**config.mk**
```make
export PLATFORM = sky130hd
export DESIGN_NAME = prng_lane_bank
export DESIGN_NICKNAME = d
export VERILOG_FILES = /design/src/rtl/prng_lane_bank.sv
export SDC_FILE = /design/constraint.sdc
export NUM_CORES = 1
export LEC_CHECK = 0
export CAP_MARGIN = 40
export CORE_MARGIN = 8
export CORE_UTILIZATION = 45
export CTS_CLUSTER_DIAMETER = 50
export DETAILED_ROUTE_END_ITERATION = 7
export GPL_ROUTABILITY_DRIVEN = 0
export HOLD_SLACK_MARGIN = 0.12
export PLACE_DENSITY = 0.6
export REMOVE_ABC_BUFFERS = 1
export SYNTH_ARGS = -nofsm -noshare
export SYNTH_HDL_FRONTEND = slang
export SYNTH_SLANG_ARGS = --single-unit
```
**constraint.sdc**
```tcl
create_clock -name clk -period 25.8 [get_ports clk]
set_input_delay 2.58 -clock clk [delete_from_list [all_inputs] [get_ports clk]]
set_output_delay 2.58 -clock clk [all_outputs]
set_load 0.01 [all_outputs]
```
**src/rtl/prng_lane_bank.sv**
```systemverilog
// prng_lane_bank: LANES lockstep shift/XOR generators with reseed,
// warm-up discard, all-zero recovery and a valid/ready output port.
//
// Ports:
//   clk, rst         clock (rising edge), async active-high reset
//   en               step enable; low freezes all state
//   seed_valid/data  one-cycle reseed request, always accepted
//   out_valid/ready  output handshake; out_data holds lane i at
//                    [i*WIDTH +: WIDTH]
//   busy             high while discarding warm-up steps
//   stuck            sticky per-lane all-zero lock-up flag
module prng_lane_bank #(
    parameter int          WIDTH     = 32,
    parameter int          LANES     = 4,
    parameter logic [31:0] SEED      = 32'hFFFFFFFF,
    parameter logic [31:0] SEED_STEP = 32'h9E3779B9,
    parameter logic [31:0] CONST     = 32'hFFFFFFFF,
    parameter int          SHIFT_L1  = 11,
    parameter int          SHIFT_L2  = 11,
    parameter int          SHIFT_R   = 11,
    parameter int          WARMUP    = 4
) (
    input  logic                   clk,
    input  logic                   rst,
    input  logic                   en,
    input  logic                   seed_valid,
    input  logic [WIDTH-1:0]       seed_data,
    output logic                   out_valid,
    input  logic                   out_ready,
    output logic [LANES*WIDTH-1:0] out_data,
    output logic                   busy,
    output logic [LANES-1:0]       stuck
);

    localparam logic [WIDTH-1:0] SEED_W  = WIDTH'(SEED);
    localparam logic [WIDTH-1:0] STEP_W  = WIDTH'(SEED_STEP);
    localparam logic [WIDTH-1:0] CONST_W = WIDTH'(CONST);
    localparam logic [7:0]       WARM_N  = 8'(WARMUP);

    typedef enum logic {
        WARM,
        RUN
    } state_t;

    state_t           state;
    logic [7:0]       cnt;
    logic [WIDTH-1:0] s_q [LANES];
    logic [WIDTH-1:0] l_q [LANES];
    logic [WIDTH-1:0] r_q [LANES];

    logic [WIDTH-1:0]       s_nx [LANES];
    logic [WIDTH-1:0]       l_nx [LANES];
    logic [WIDTH-1:0]       r_nx [LANES];
    logic [LANES-1:0]       zero;
    logic [LANES*WIDTH-1:0] word_nx;
    logic                   warm_step;
    logic                   run_step;
    logic                   step;

    function automatic logic [WIDTH-1:0] lane_seed(
        input logic [WIDTH-1:0] base,
        input int unsigned      idx
    );
        return base + WIDTH'(idx) * STEP_W;
    endfunction

    // A lane found all-zero reloads its reset seed instead of
    // stepping, so it cannot stay locked at zero (unless that
    // seed is itself zero).
    always_comb begin
        zero    = '0;
        word_nx = '0;
        for (int i = 0; i < LANES; i++) begin
            zero[i] = ~|{s_q[i], l_q[i], r_q[i]};
            if (zero[i]) begin
                s_nx[i] = lane_seed(SEED_W, i);
                l_nx[i] = '0;
                r_nx[i] = '0;
            end else begin
                s_nx[i] = (r_q[i] >> SHIFT_R)
                        ^ (l_q[i] << SHIFT_L2);
                l_nx[i] = (s_q[i] << SHIFT_L1) ^ s_q[i];
                r_nx[i] = s_q[i] & CONST_W;
            end
            word_nx[i*WIDTH +: WIDTH] = s_nx[i];
        end
    end

    assign warm_step = (state == WARM) && en && (cnt != 8'd0);
    assign run_step  = (state == RUN) && en
                     && (!out_valid || out_ready);
    assign step      = warm_step || run_step;

    always_ff @(posedge clk or posedge rst) begin
        if (rst) begin
            for (int i = 0; i < LANES; i++) begin
                s_q[i] <= lane_seed(SEED_W, i);
                l_q[i] <= '0;
                r_q[i] <= '0;
            end
            state     <= WARM;
            cnt       <= WARM_N;
            busy      <= 1'b1;
            out_valid <= 1'b0;
            out_data  <= '0;
            stuck     <= '0;
        end else if (seed_valid) begin
            for (int i = 0; i < LANES; i++) begin
                s_q[i] <= lane_seed(seed_data, i);
                l_q[i] <= '0;
                r_q[i] <= '0;
            end
            state     <= WARM;
            cnt       <= WARM_N;
            busy      <= 1'b1;
            out_valid <= 1'b0;
            stuck     <= '0;
        end else begin
            if (step) begin
                for (int i = 0; i < LANES; i++) begin
                    s_q[i] <= s_nx[i];
                    l_q[i] <= l_nx[i];
                    r_q[i] <= r_nx[i];
                end
                stuck <= stuck | zero;
            end
            unique case (state)
                WARM: begin
                    // The last discard step also leaves WARM, so
                    // busy lasts WARMUP cycles (one when WARMUP=0).
                    if (en) begin
                        if (cnt <= 8'd1) begin
                            state <= RUN;
                            busy  <= 1'b0;
                        end
                        if (cnt != 8'd0) begin
                            cnt <= cnt - 8'd1;
                        end
                    end
                end
                RUN: begin
                    if (run_step) begin
                        out_valid <= 1'b1;
                        out_data  <= word_nx;
                    end else if (out_ready) begin
                        out_valid <= 1'b0;
                    end
                end
                default: begin
                    state <= WARM;
                end
            endcase
        end
    end

endmodule

```
==> flow_summary.json <==
{
  "slew_viol_final": 0,
  "synthTopCellsByArea": "dfrtp_1, dfstp_2, nand2_1, xnor2_1, a21oi_1",
  "switchingPower_uw": 830.7,
  "p_per_area_nw_per_um2": 92.57,
  "syn_inst": 2625,
  "path_class": "in -> async",
  "setup_tns_ns": 0,
  "clk_latency_ns": 0.61,
  "synth_seq_area_share": 0.5090,
  "setup_viol": 0,
  "total_power_mw": 2.584,
  "fin_skew_ns": 0.02310,
  "final_nets": 2717,
  "synth_top_cell_by_area": "dfrtp_1",
  "synth.top_cell.area_share": 0.4114,
  "p_int_mw": 1.753,
  "antenna_found_initial": 5,
  "synth_ff_type": "dfrtp_1",
  "io_pins": 171,
  "fmax_mhz": 189.4,
  "synth-async-reset-ratio": 1.000,
  "ys_types": 81,
  "ctsHoldBuffers": 0,
  "cts_sinks": 483,
  "grt.total_usage": 0.2368,
  "slew_headroom": 0.2538,
  "critPathRequiredTime_ns": 26.44,
  "max-vdd-ir-drop_mv": 0.05988,
  "hp-start": "stuck[3]",
  "die_area_um2": 60890,
  "arrival_ns": 5.92,
  "area_growth_syn_to_layout_pct": 16.47,
  "synth_edf_count": 0,
  "power.clock.fraction": 0.311,
  "die_h_um": 246.8,
  "cts-root-buf": "clkbuf_16",
  "die_w_um": 246.8,
  "leakage_nw": 11.27,
  "path_max_fanout": 118,
  "drt-total-wl_um": 73370,
  "drtAntennaViolNets": 0,
  "grt_overflow_total": 0,
  "core-area_um2": 52660,
  "via_per_inst": 5.884,
  "reg2reg_from": "cnt[5]",
  "cts_tree": "done",
  "cp-startpoint": "rst",
  "worstMarginPinSlew_ns": 1.119,
  "grt_start_max_net_pins": 222,
  "clockBufferDepth": 3,
  "pwr-share-seq": 0.425,
  "grt_pass1_wl_um": 115800,
  "drtIter0Drc": 2113,
  "hold_viol_final": 0,
  "synth_seq_cells": 483,
  "post-route-drc-count": 0,
  "dp_slack_ns": 19.72,
  "p_comb_frac": 0.264,
  "clk_pin_slew_ns": 0.06,
  "dpl.hpwl_um": 48720,
  "stdcell_area_um2": 27910,
  "place_area_um2": 26000,
  "fin_crit_ns": 5.281,
  "first_global_vias": 19680,
  "avgSynthCellArea_um2": 9.129,
  "routedWlPerCell_um": 21.50,
  "drive_gt1_frac": 0.1055,
  "fin_ws_ns": 20.52,
  "port_buffers": 170,
  "rsz0062_at_grt": "no",
  "num_rows": 84,
  "swShare": 0.3215,
  "initial_core_util": 0.4551,
  "post-cts-setup-buffers": 0,
  "endpoint_kind": "async pin",
  "dr.pass1.iters": 8,
  "vias": 20080,
  "yosys_warnings": 0,
  "cts.repair.resized": 0,
  "cap_violations": 0,
  "post-route-period-util": 0.2047,
  "hp-class": "reg -> reg",
  "worst_setup_path_start_kind": "input port",
  "htree_levels": 2,
  "cts_made_buffers": 56,
  "synth.cell_area_um2": 23960,
  "outcome": "completed"
}
[cell type report]
type / count / area [um2]
Timing Repair Buffer: 202 / 2100
Sequential cell: 483 / 12200
Fill cell: 4818 / 24750
Clock buffer: 87 / 1699
Clock inverter: 19 / 185.2
Multi-Input combinational cell: 1910 / 10780
Inverter: 19 / 81.33
Tap cell: 688 / 860.8
Antenna cell: 4 / 10.01
[power groups by stage]
stage / logic [mW] / clock network [mW] / registers [mW]
3_3_place_gp: 0.673 / 0 / 1.11
5_1_grt: 0.751 / 0.847 / 1.12
2_1_floorplan: 0.364 / 0 / 1.10
3_5_place_dp: 0.686 / 0 / 1.11
4_1_cts: 0.690 / 0.818 / 1.10
6_report: 0.683 / 0.803 / 1.10
[layer usage]
| layer | share of wire | GRT usage |
|---|---|---|
| met5 | 0.00015 | 0 |
| met3 | 0.070 | 0.03960 |
| met4 | 0.032 | 0.08053 |
| met1 | 0.44 | 0.3315 |
| met2 | 0.46 | 0.3707 |
[worst paths after layout]
| check | to | slack (ns) | cells past startpoint |
|---|---|---|---|
| worst max-delay path | l_q[108] | 20.52 | 7 |
| worst min-delay path | stuck[3] | 0.50 | 2 |
| worst max register to register | s_q[33] | 22.44 | 8 |
| worst min register to register | stuck[3] | 0.50 | 2 |
| max in group clk | s_q[22] | 20.79 | 7 |
| min in group asynchronous | out_data[59] | 2.50 | 2 |
[worst max-delay path: stages]
cell and delay, ns:
clkdlybuf4s50_1 0.49, inv_8 0.58, buf_4 0.48, buf_16 0.29, buf_4 0.38, buf_16 0.31
buf_4 0.68
[per-stage QoR]
stage,util,hold WS (ns),instances
final,0.5301,0.5024,3412
after global routing,0.5299,0.5249,3409
after CTS,0.5296,0.5093,3407
after detailed placement,0.4938,0.4940,3301
after global placement,0.4909,0.4885,3295
after floorplan,-,0.4833,2412
[state kept, by name (all words and copies together) (netlist names)]
register / flops
r_q: 84
state: 1
stuck: 4
cnt: 8
s_q: 128
l_q: 128
busy: 1
out_data: 128
out_valid: 1
[cell usage after synthesis (5+ instances only)]
library cell and instances:
dfrtp_1 394, o211ai_1 8, a211oi_1 88, nor3_1 99, o311ai_0 5, a21oi_1 254
nand4_1 25, buf_1 10, nor4_1 87, inv_1 18, a31oi_1 20, nand3_1 11
o22ai_1 51, nand2b_1 8, nor2_1 329, dfstp_2 89, ha_1 8, mux2i_1 7
o21ai_0 130, xnor2_1 149, o21ai_1 12, buf_6 6, nand2_1 371, a211o_1 9
mux2_2 32, o21a_1 5, or3_1 13, and3_1 19, a21oi_2 18, or4_1 10
clkbuf_1 145, xor2_1 52, a21boi_0 8, buf_2 47
[logic make-up (layout without fill, tap and decap cells)]
group | count (synthesis) | count (layout) | synth area share
simple gates | 1006 | 1006 | 0.1867
buf+inv | 232 | 327 | 0.04281
fa+ha+maj | 8 | 8 | 0.004177
mux | 40 | 40 | 0.01843
compound gates | 655 | 655 | 0.1654
flops | 483 | 483 | 0.5090
other cells | 0 | 4 | 0
xor+xnor | 201 | 201 | 0.07346
[placed cells by master, fill, tap and decap left out, types with 6 or more instances in the layout]
cell and instances:
a211o_1 9, a211oi_1 88, a21boi_0 8, a21oi_1 254, a21oi_2 18, a31oi_1 20, and3_1 19, buf_4 22
clkbuf_1 14, clkbuf_16 57, clkbuf_8 16, clkdlybuf4s50_1 169, clkinv_2 6, dfrtp_1 394, dfstp_2 89, ha_1 8
inv_1 17, inv_6 6, mux2_2 32, mux2i_1 7, nand2_1 371, nand2b_1 8, nand3_1 11, nand4_1 25
nor2_1 328, nor3_1 99, nor4_1 87, o211ai_1 8, o21ai_0 130, o21ai_1 12, o22ai_1 51, or3_1 13
or4_1 10, xnor2_1 149, xor2_1 52
No activity file was read; power rests on OpenSTA's default activity.
